--- src/rtl/mul_pipe_tracker.sv ---
`default_nettype none
// ============================================================================
// Module   : mul_pipe_tracker
// Purpose  : 3-stage RV32M multiplier beside EX, with stage tags for hazard
//            detection and a dedicated writeback port.
//            Optional: MUL_PERF_CNT_EN enables the issued-multiply counter.
// Revision : 1.0 - initial release
// ============================================================================
module mul_pipe_tracker #(
    parameter int DATA_WIDTH = 32,
    parameter int REG_WIDTH  = 5
) (
    input  logic                  clk,
    input  logic                  rst_n,
    input  logic                  E_RegMul,
    input  logic                  E_Flush,
    input  logic [REG_WIDTH-1:0]  E_Rd,
    input  logic [2:0]            E_Funct3,
    input  logic [DATA_WIDTH-1:0] E_A,
    input  logic [DATA_WIDTH-1:0] E_B,
    output logic                  P1_RegMul,
    output logic                  P2_RegMul,
    output logic                  P3_RegMul,
    output logic [REG_WIDTH-1:0]  P1_Rd,
    output logic [REG_WIDTH-1:0]  P2_Rd,
    output logic [REG_WIDTH-1:0]  P3_Rd,
    output logic                  WB_MulWrite,
    output logic [REG_WIDTH-1:0]  WB_MulRd,
    output logic [DATA_WIDTH-1:0] WB_MulData,
    output logic [31:0]           Mul_Count
);

    localparam int c_EW  = DATA_WIDTH + 1;      // extended operand width
    localparam int c_H   = DATA_WIDTH / 2;      // rs2 low-half width
    localparam int c_HW  = c_EW - c_H;          // rs2 signed high-half width
    localparam int c_PPW = c_EW + c_H;          // low partial product width
    localparam int c_HPW = 2*DATA_WIDTH - c_H;  // high partial product kept bits

    logic                  w_accept;
    logic                  w_a_signed;
    logic                  w_b_signed;

    logic                  p1_v_d, p1_v_q;
    logic [REG_WIDTH-1:0]  p1_rd_d, p1_rd_q;
    logic                  p1_sel_d, p1_sel_q;
    logic [c_EW-1:0]       p1_a_d, p1_a_q;
    logic [c_EW-1:0]       p1_b_d, p1_b_q;

    logic [c_PPW-1:0]      w_a_lo, w_b_lo;
    logic [c_HPW-1:0]      w_a_hi, w_b_hi;
    logic [c_PPW-1:0]      p2_lo_d, p2_lo_q;
    logic [c_HPW-1:0]      p2_hi_d, p2_hi_q;
    logic                  p2_v_q, p2_sel_q;
    logic [REG_WIDTH-1:0]  p2_rd_q;

    logic [2*DATA_WIDTH-1:0] w_prod;
    logic [DATA_WIDTH-1:0]   p3_data_d, p3_data_q;
    logic                    p3_v_q;
    logic [REG_WIDTH-1:0]    p3_rd_q;

    assign w_accept   = E_RegMul & ~E_Flush & (E_Rd != '0) & ~E_Funct3[2];
    assign w_a_signed = (E_Funct3[1:0] == 2'b01) | (E_Funct3[1:0] == 2'b10);
    assign w_b_signed = (E_Funct3[1:0] == 2'b01);

    // Dropped issues load zeros so idle stages never toggle the datapath.
    always_comb begin
        p1_v_d   = w_accept;
        p1_rd_d  = '0;
        p1_sel_d = 1'b0;
        p1_a_d   = '0;
        p1_b_d   = '0;
        if (w_accept) begin
            p1_rd_d  = E_Rd;
            p1_sel_d = (E_Funct3[1:0] != 2'b00);
            p1_a_d   = {w_a_signed & E_A[DATA_WIDTH-1], E_A};
            p1_b_d   = {w_b_signed & E_B[DATA_WIDTH-1], E_B};
        end
    end

    // rs2 = b_hi * 2^H + b_lo, with b_lo unsigned and b_hi carrying the sign.
    always_comb begin
        w_a_lo  = {{(c_PPW-c_EW){p1_a_q[c_EW-1]}}, p1_a_q};
        w_b_lo  = {{(c_PPW-c_H){1'b0}}, p1_b_q[c_H-1:0]};
        w_a_hi  = {{(c_HPW-c_EW){p1_a_q[c_EW-1]}}, p1_a_q};
        w_b_hi  = {{(c_HPW-c_HW){p1_b_q[c_EW-1]}}, p1_b_q[c_EW-1:c_H]};
        p2_lo_d = w_a_lo * w_b_lo;
        p2_hi_d = w_a_hi * w_b_hi;
    end

    always_comb begin
        w_prod    = {{(2*DATA_WIDTH-c_PPW){p2_lo_q[c_PPW-1]}}, p2_lo_q}
                  + {p2_hi_q, {c_H{1'b0}}};
        p3_data_d = p2_sel_q ? w_prod[2*DATA_WIDTH-1:DATA_WIDTH]
                             : w_prod[DATA_WIDTH-1:0];
    end

    always_ff @(posedge clk or negedge rst_n) begin
        if (!rst_n) begin
            p1_v_q    <= 1'b0;
            p1_rd_q   <= '0;
            p1_sel_q  <= 1'b0;
            p1_a_q    <= '0;
            p1_b_q    <= '0;
            p2_v_q    <= 1'b0;
            p2_rd_q   <= '0;
            p2_sel_q  <= 1'b0;
            p2_lo_q   <= '0;
            p2_hi_q   <= '0;
            p3_v_q    <= 1'b0;
            p3_rd_q   <= '0;
            p3_data_q <= '0;
        end else begin
            p1_v_q    <= p1_v_d;
            p1_rd_q   <= p1_rd_d;
            p1_sel_q  <= p1_sel_d;
            p1_a_q    <= p1_a_d;
            p1_b_q    <= p1_b_d;
            p2_v_q    <= p1_v_q;
            p2_rd_q   <= p1_rd_q;
            p2_sel_q  <= p1_sel_q;
            p2_lo_q   <= p2_lo_d;
            p2_hi_q   <= p2_hi_d;
            p3_v_q    <= p2_v_q;
            p3_rd_q   <= p2_rd_q;
            p3_data_q <= p3_data_d;
        end
    end

    assign P1_RegMul   = p1_v_q;
    assign P2_RegMul   = p2_v_q;
    assign P3_RegMul   = p3_v_q;
    assign P1_Rd       = p1_rd_q;
    assign P2_Rd       = p2_rd_q;
    assign P3_Rd       = p3_rd_q;
    assign WB_MulWrite = p3_v_q;
    assign WB_MulRd    = p3_rd_q;
    assign WB_MulData  = p3_data_q;

`ifdef MUL_PERF_CNT_EN
    logic [31:0] mul_count_q;

    always_ff @(posedge clk or negedge rst_n) begin
        if (!rst_n) begin
            mul_count_q <= '0;
        end else if (w_accept) begin
            mul_count_q <= mul_count_q + 32'd1;
        end
    end

    assign Mul_Count = mul_count_q;
`else
    assign Mul_Count = '0;
`endif

endmodule
`default_nettype wire

--- config.mk ---
export PLATFORM = sky130hd
export DESIGN_NAME = mul_pipe_tracker
export DESIGN_NICKNAME = d
export VERILOG_FILES = /design/src/rtl/mul_pipe_tracker.sv
export SDC_FILE = /design/constraint.sdc
export NUM_CORES = 2
export LEC_CHECK = 0
export CAP_MARGIN = 20
export CELL_PAD_IN_SITES_DETAIL_PLACEMENT = 0
export CELL_PAD_IN_SITES_GLOBAL_PLACEMENT = 2
export CORE_MARGIN = 2
export CORE_UTILIZATION = 36
export CTS_BUF_LIST = sky130_fd_sc_hd__clkbuf_16
export DETAILED_ROUTE_END_ITERATION = 16
export PLACE_DENSITY_LB_ADDON = 0.12
export SYNTH_ARGS = -nofsm -noshare
export SYNTH_HDL_FRONTEND = slang
export SYNTH_SLANG_ARGS = --single-unit
--- constraint.sdc ---
create_clock -name clk -period 6.2 [get_ports clk]
set_input_delay 1.55 -clock clk [delete_from_list [all_inputs] [get_ports clk]]
set_output_delay 1.55 -clock clk [all_outputs]
set_load 0.05 [all_outputs]
==> impl_metrics.env <==
export IMPL_layout_drive_gt1_share=0.171
export IMPL_setup_slack_ns=-0.482
export IMPL_area_growth_pct=23.3
export IMPL_end_kind="flip-flop"
export IMPL_cts_buffers=34
export IMPL_cts_buffer_depth=3
export IMPL_ys_types=83
export IMPL_ant_nets=0
export IMPL_synth_seq_cells=215
export IMPL_whs_endpoint="p2_sel_q$_DFF_PN0_"
export IMPL_max_freq_ghz=0.150
export IMPL_die_h_um=362
export IMPL_drc_errors=0
export IMPL_worstReg2RegEnd="p2_hi_q[46]$_DFF_PN0_"
export IMPL_fin_area_sq_um=56800
export IMPL_final_hold_viol_count=0
export IMPL_dr_pass1_iters=5
export IMPL_antenna_found_initial=15
export IMPL_critPathLaunchType="flip-flop"
export IMPL_worst_pin_slew_ns=0.925
export IMPL_cts_sinks=215
export IMPL_die_x_um=362
export IMPL_power_internal_mw=3.04
export IMPL_crit_slowest_cell="fa_1"
export IMPL_synthMuxAreaShare=0.00434
export IMPL_power_density_nw_per_um2=81.6
export IMPL_synth_ff_type="dfrtp_1"
export IMPL_ir_drop_mv=0.146
export IMPL_dpl_cell_area_sq_um=53600
export IMPL_core_sq_um=127000
export IMPL_clk_pin_slew_worst_paths_ns=0.06
export IMPL_avgSynthCellArea_sq_um=9.24
export IMPL_combPwrFrac=0.230
export IMPL_grt_max_degree=93
export IMPL_syn_cell_area_sq_um=46100
export IMPL_ios=164
export IMPL_final_max_slew_viol_count=0
export IMPL_synth_xor_area_frac=0.0274
export IMPL_failed_checks="negative setup slack"
export IMPL_fin_crit_sh=1.08
export IMPL_die_area_sq_um=131000
export IMPL_nNetsFinal=6916
export IMPL_viasPerCell=4.68
export IMPL_rr_startpoint="p1_b_q[21]$_DFF_PN0_"
export IMPL_seqPwrFrac=0.326
export IMPL_critical_path_required_ns=6.72
export IMPL_core_rowCount=131
export IMPL_cp_max_fo=5
export IMPL_track_usage=0.224
export IMPL_hpwlAfterDp_mm=119
export IMPL_gp_congestion=0.844
export IMPL_drt_wl_total_mm=141
export IMPL_reg2reg_slack_ns=-0.48
export IMPL_grt_first_pass_wirelength_mm=223
export IMPL_netlist_instances=4986
export IMPL_slowest_delay_ns=0.54
export IMPL_fin_crit_ns=6.68
export IMPL_min_path_cells=0
export IMPL_synth_adder_area_share=0.519
export IMPL_max_cap_viol_count=0
export IMPL_pwr_share_clk=0.444
export IMPL_hold_class="reg2reg"
export IMPL_crit_chain="buf_12, and2_4, fa_1, inv_1, fa_1, fa_1, inv_2, fa_1, fa_1, inv_2, fa_1, inv_2, ha_4, a21o_1, a21o_1, a21o_1, a311o_1, o21ai_4, o211ai_2, a2111oi_4, a2111oi_2, a2111o_1, a21oi_2, xnor2_1"
export IMPL_vias=33800
export IMPL_seq_area_frac_synth=0.117
export IMPL_fill_cells=12500
export IMPL_wl_per_cell_um=19.5
export IMPL_p_leak_nw=29.2
export IMPL_port_buffer_count=131
export IMPL_cts_tree="built"
export IMPL_arrival_ns=7.20
export IMPL_fin_hold_ws_ns=0.358
export IMPL_drtIter0Drc=1726
export IMPL_r2r_cells=24
export IMPL_hp_start="p1_sel_q$_DFF_PN0_"
export IMPL_skew_ns=0.0390
export IMPL_htreeDepth=2
export IMPL_yosysWarnings=0
export IMPL_synthSimpleGateAreaFrac=0.152
export IMPL_grt_pass1_vias=37700
export IMPL_synth_compound_area_frac=0.0583
export IMPL_criticalPathCategory="reg2reg"
export IMPL_clock_latency_ns=0.63
export IMPL_synth_top_family_by_area="adder cells"
export IMPL_crit_top_cell="fa_1"
export IMPL_rsz0062_at_grt="yes"
export IMPL_async_reset_ff_frac=1.00
export IMPL_synth_edf_count=0
export IMPL_cts_root_buf="clkbuf_16"
export IMPL_slew_headroom=0.381
export IMPL_p_sw_frac=0.344
export IMPL_initial_core_util=0.362
export IMPL_status="finished, violations left"
export IMPL_p_sw_mw=1.60
export IMPL_finalSetupViolCount=28
export IMPL_grt_overflow=0
## flip-flops by register name, indices dropped and copies added (netlist names), 5 cells and up
register and count:
p2_hi_q 48, P1_Rd 5, p1_b_q 33, p2_lo_q 49, p1_a_q 33, P3_Rd 5
P2_Rd 5, WB_MulData 32
## routing by layer
metal  share of wire  vias up  track usage  wire length, um
li1                -    15600            -                -
met1            0.46    17500        0.310            65100
met2            0.48      547        0.377            67000
met3           0.039      114       0.0237             5460
met4           0.025        2       0.0516             3500
met5        0.000050        -            0                7
## area by class of cell
class / count / area [sq um] / area share
Multi-Input combinational cell: 3347 / 36500 / 0.642
Clock buffer: 34 / 851 / 0.0150
Sequential cell: 215 / 5390 / 0.0949
Timing Repair Buffer: 749 / 7220 / 0.127
Clock inverter: 28 / 305 / 0.00537
Antenna cell: 4 / 10.0 / 0.000176
Inverter: 1193 / 4480 / 0.0788
Tap cell: 1662 / 2080 / 0.0366
## metrics by stage
| step | TNS, ns | std cells | setup slack, ns | power (mW) | util |
|---|---|---|---|---|---|
| 2_1_floorplan | -0.0680 | 5017 | -0.0530 | 2.05 | - |
| 3_3_place_gp | -8.83 | 7093 | -0.564 | 2.55 | 0.421 |
| 3_5_place_dp | -9.44 | 7093 | -0.587 | 2.55 | 0.421 |
| 4_1_cts | -3.32 | 7187 | -0.422 | 4.69 | 0.437 |
| 5_1_grt | -13.05 | 7228 | -0.681 | 4.86 | 0.446 |
| 6_report | -5.46 | 7232 | -0.482 | 4.64 | 0.446 |
## power by group through the flow
stage,logic [mW],clock network [mW],registers [mW]
finish,1.07,2.06,1.51
global route,1.16,2.18,1.52
CTS,1.04,2.13,1.52
detailed placement,1.01,0,1.54
global placement,1.01,0,1.54
floorplan,0.475,0,1.57
## cell usage after synthesis (4+ instances only)
cell type | instances | area share
inv_1 | 1192 | 0.097
fa_1 | 1021 | 0.44
nand2_1 | 701 | 0.057
and2_1 | 498 | 0.068
ha_1 | 279 | 0.076
clkbuf_1 | 219 | 0.018
dfrtp_1 | 215 | 0.12
a21oi_1 | 139 | 0.015
nor2_1 | 103 | 0.0084
xnor2_1 | 102 | 0.019
a21o_1 | 66 | 0.011
o21ai_0 | 55 | 0.0060
xor2_1 | 42 | 0.0080
buf_4 | 41 | 0.0067
nand3_1 | 24 | 0.0026
nor3_1 | 22 | 0.0024
o21a_1 | 21 | 0.0034
nand2b_1 | 20 | 0.0027
nor2b_1 | 19 | 0.0026
o21ai_1 | 17 | 0.0018
mux2_2 | 16 | 0.0039
nand4_1 | 16 | 0.0022
o21bai_1 | 16 | 0.0026
a211oi_1 | 14 | 0.0023
a31oi_1 | 9 | 0.0012
and3_1 | 9 | 0.0012
o211ai_1 | 9 | 0.0015
or3_1 | 7 | 0.00095
o31ai_1 | 6 | 0.00098
or2_2 | 5 | 0.00068
a21boi_1 | 4 | 0.00065
a311o_1 | 4 | 0.00087
nor4_1 | 4 | 0.00054
## kinds of logic (layout without fill, tap and decap cells)
group | after synthesis | in the layout
flops | 215 | 215
simple gates | 1444 | 1444
mux | 18 | 18
fa+ha+maj | 1300 | 1300
buf+inv | 1455 | 2004
compound gates | 409 | 409
xor+xnor | 144 | 144
other cells | 1 | 36
## worst max-delay path: cells and delay by family (launching register included)
| family | cells | cell delay (ns) |
|---|---|---|
| flip-flops | 1 | 0.50 |
| AO/OA/AOI/OAI | 10 | 2.20 |
| XOR/XNOR | 1 | 0.13 |
| AND/OR/NAND/NOR | 1 | 0.13 |
| buffers and inverters | 5 | 0.37 |
| adder cells (fa/ha/maj) | 7 | 3.24 |
## timing repair
item,4_1_cts,5_1_grt
endpoints found under the setup margin,36,42
pin swaps,70,113
gates resized for setup,145,178
setup buffers,32,43
hold buffers,0,0
cloned,1,5
## worst max path at each step
| stage | startpoint | end | depth (start not counted) |
|---|---|---|---|
| floorplan | p1_b_q[21]$_DFF_PN0_ | p2_hi_q[46]$_DFF_PN0_ | 25 |
| global placement | p1_a_q[28]$_DFF_PN0_ | p2_hi_q[46]$_DFF_PN0_ | 24 |
| detailed placement | p1_a_q[6]$_DFF_PN0_ | p2_hi_q[47]$_DFF_PN0_ | 25 |
| CTS | p1_a_q[12]$_DFF_PN0_ | p2_hi_q[46]$_DFF_PN0_ | 24 |
| global route | p1_a_q[6]$_DFF_PN0_ | p2_hi_q[46]$_DFF_PN0_ | 24 |
| finish | p1_b_q[21]$_DFF_PN0_ | p2_hi_q[46]$_DFF_PN0_ | 24 |
## cell usage in the layout (no fill, tap or decap), types with 44 or more instances in the layout
cell type	count
buf_12	79
a21oi_1	109
dfrtp_1	204
fa_1	999
clkdlybuf4s50_1	130
o21ai_0	44
a21o_1	66
nor2_1	96
nand2_1	688
xnor2_1	94
inv_1	1163
and2_1	480
buf_4	490
ha_1	246
No activity file was read; power rests on OpenSTA's default activity.
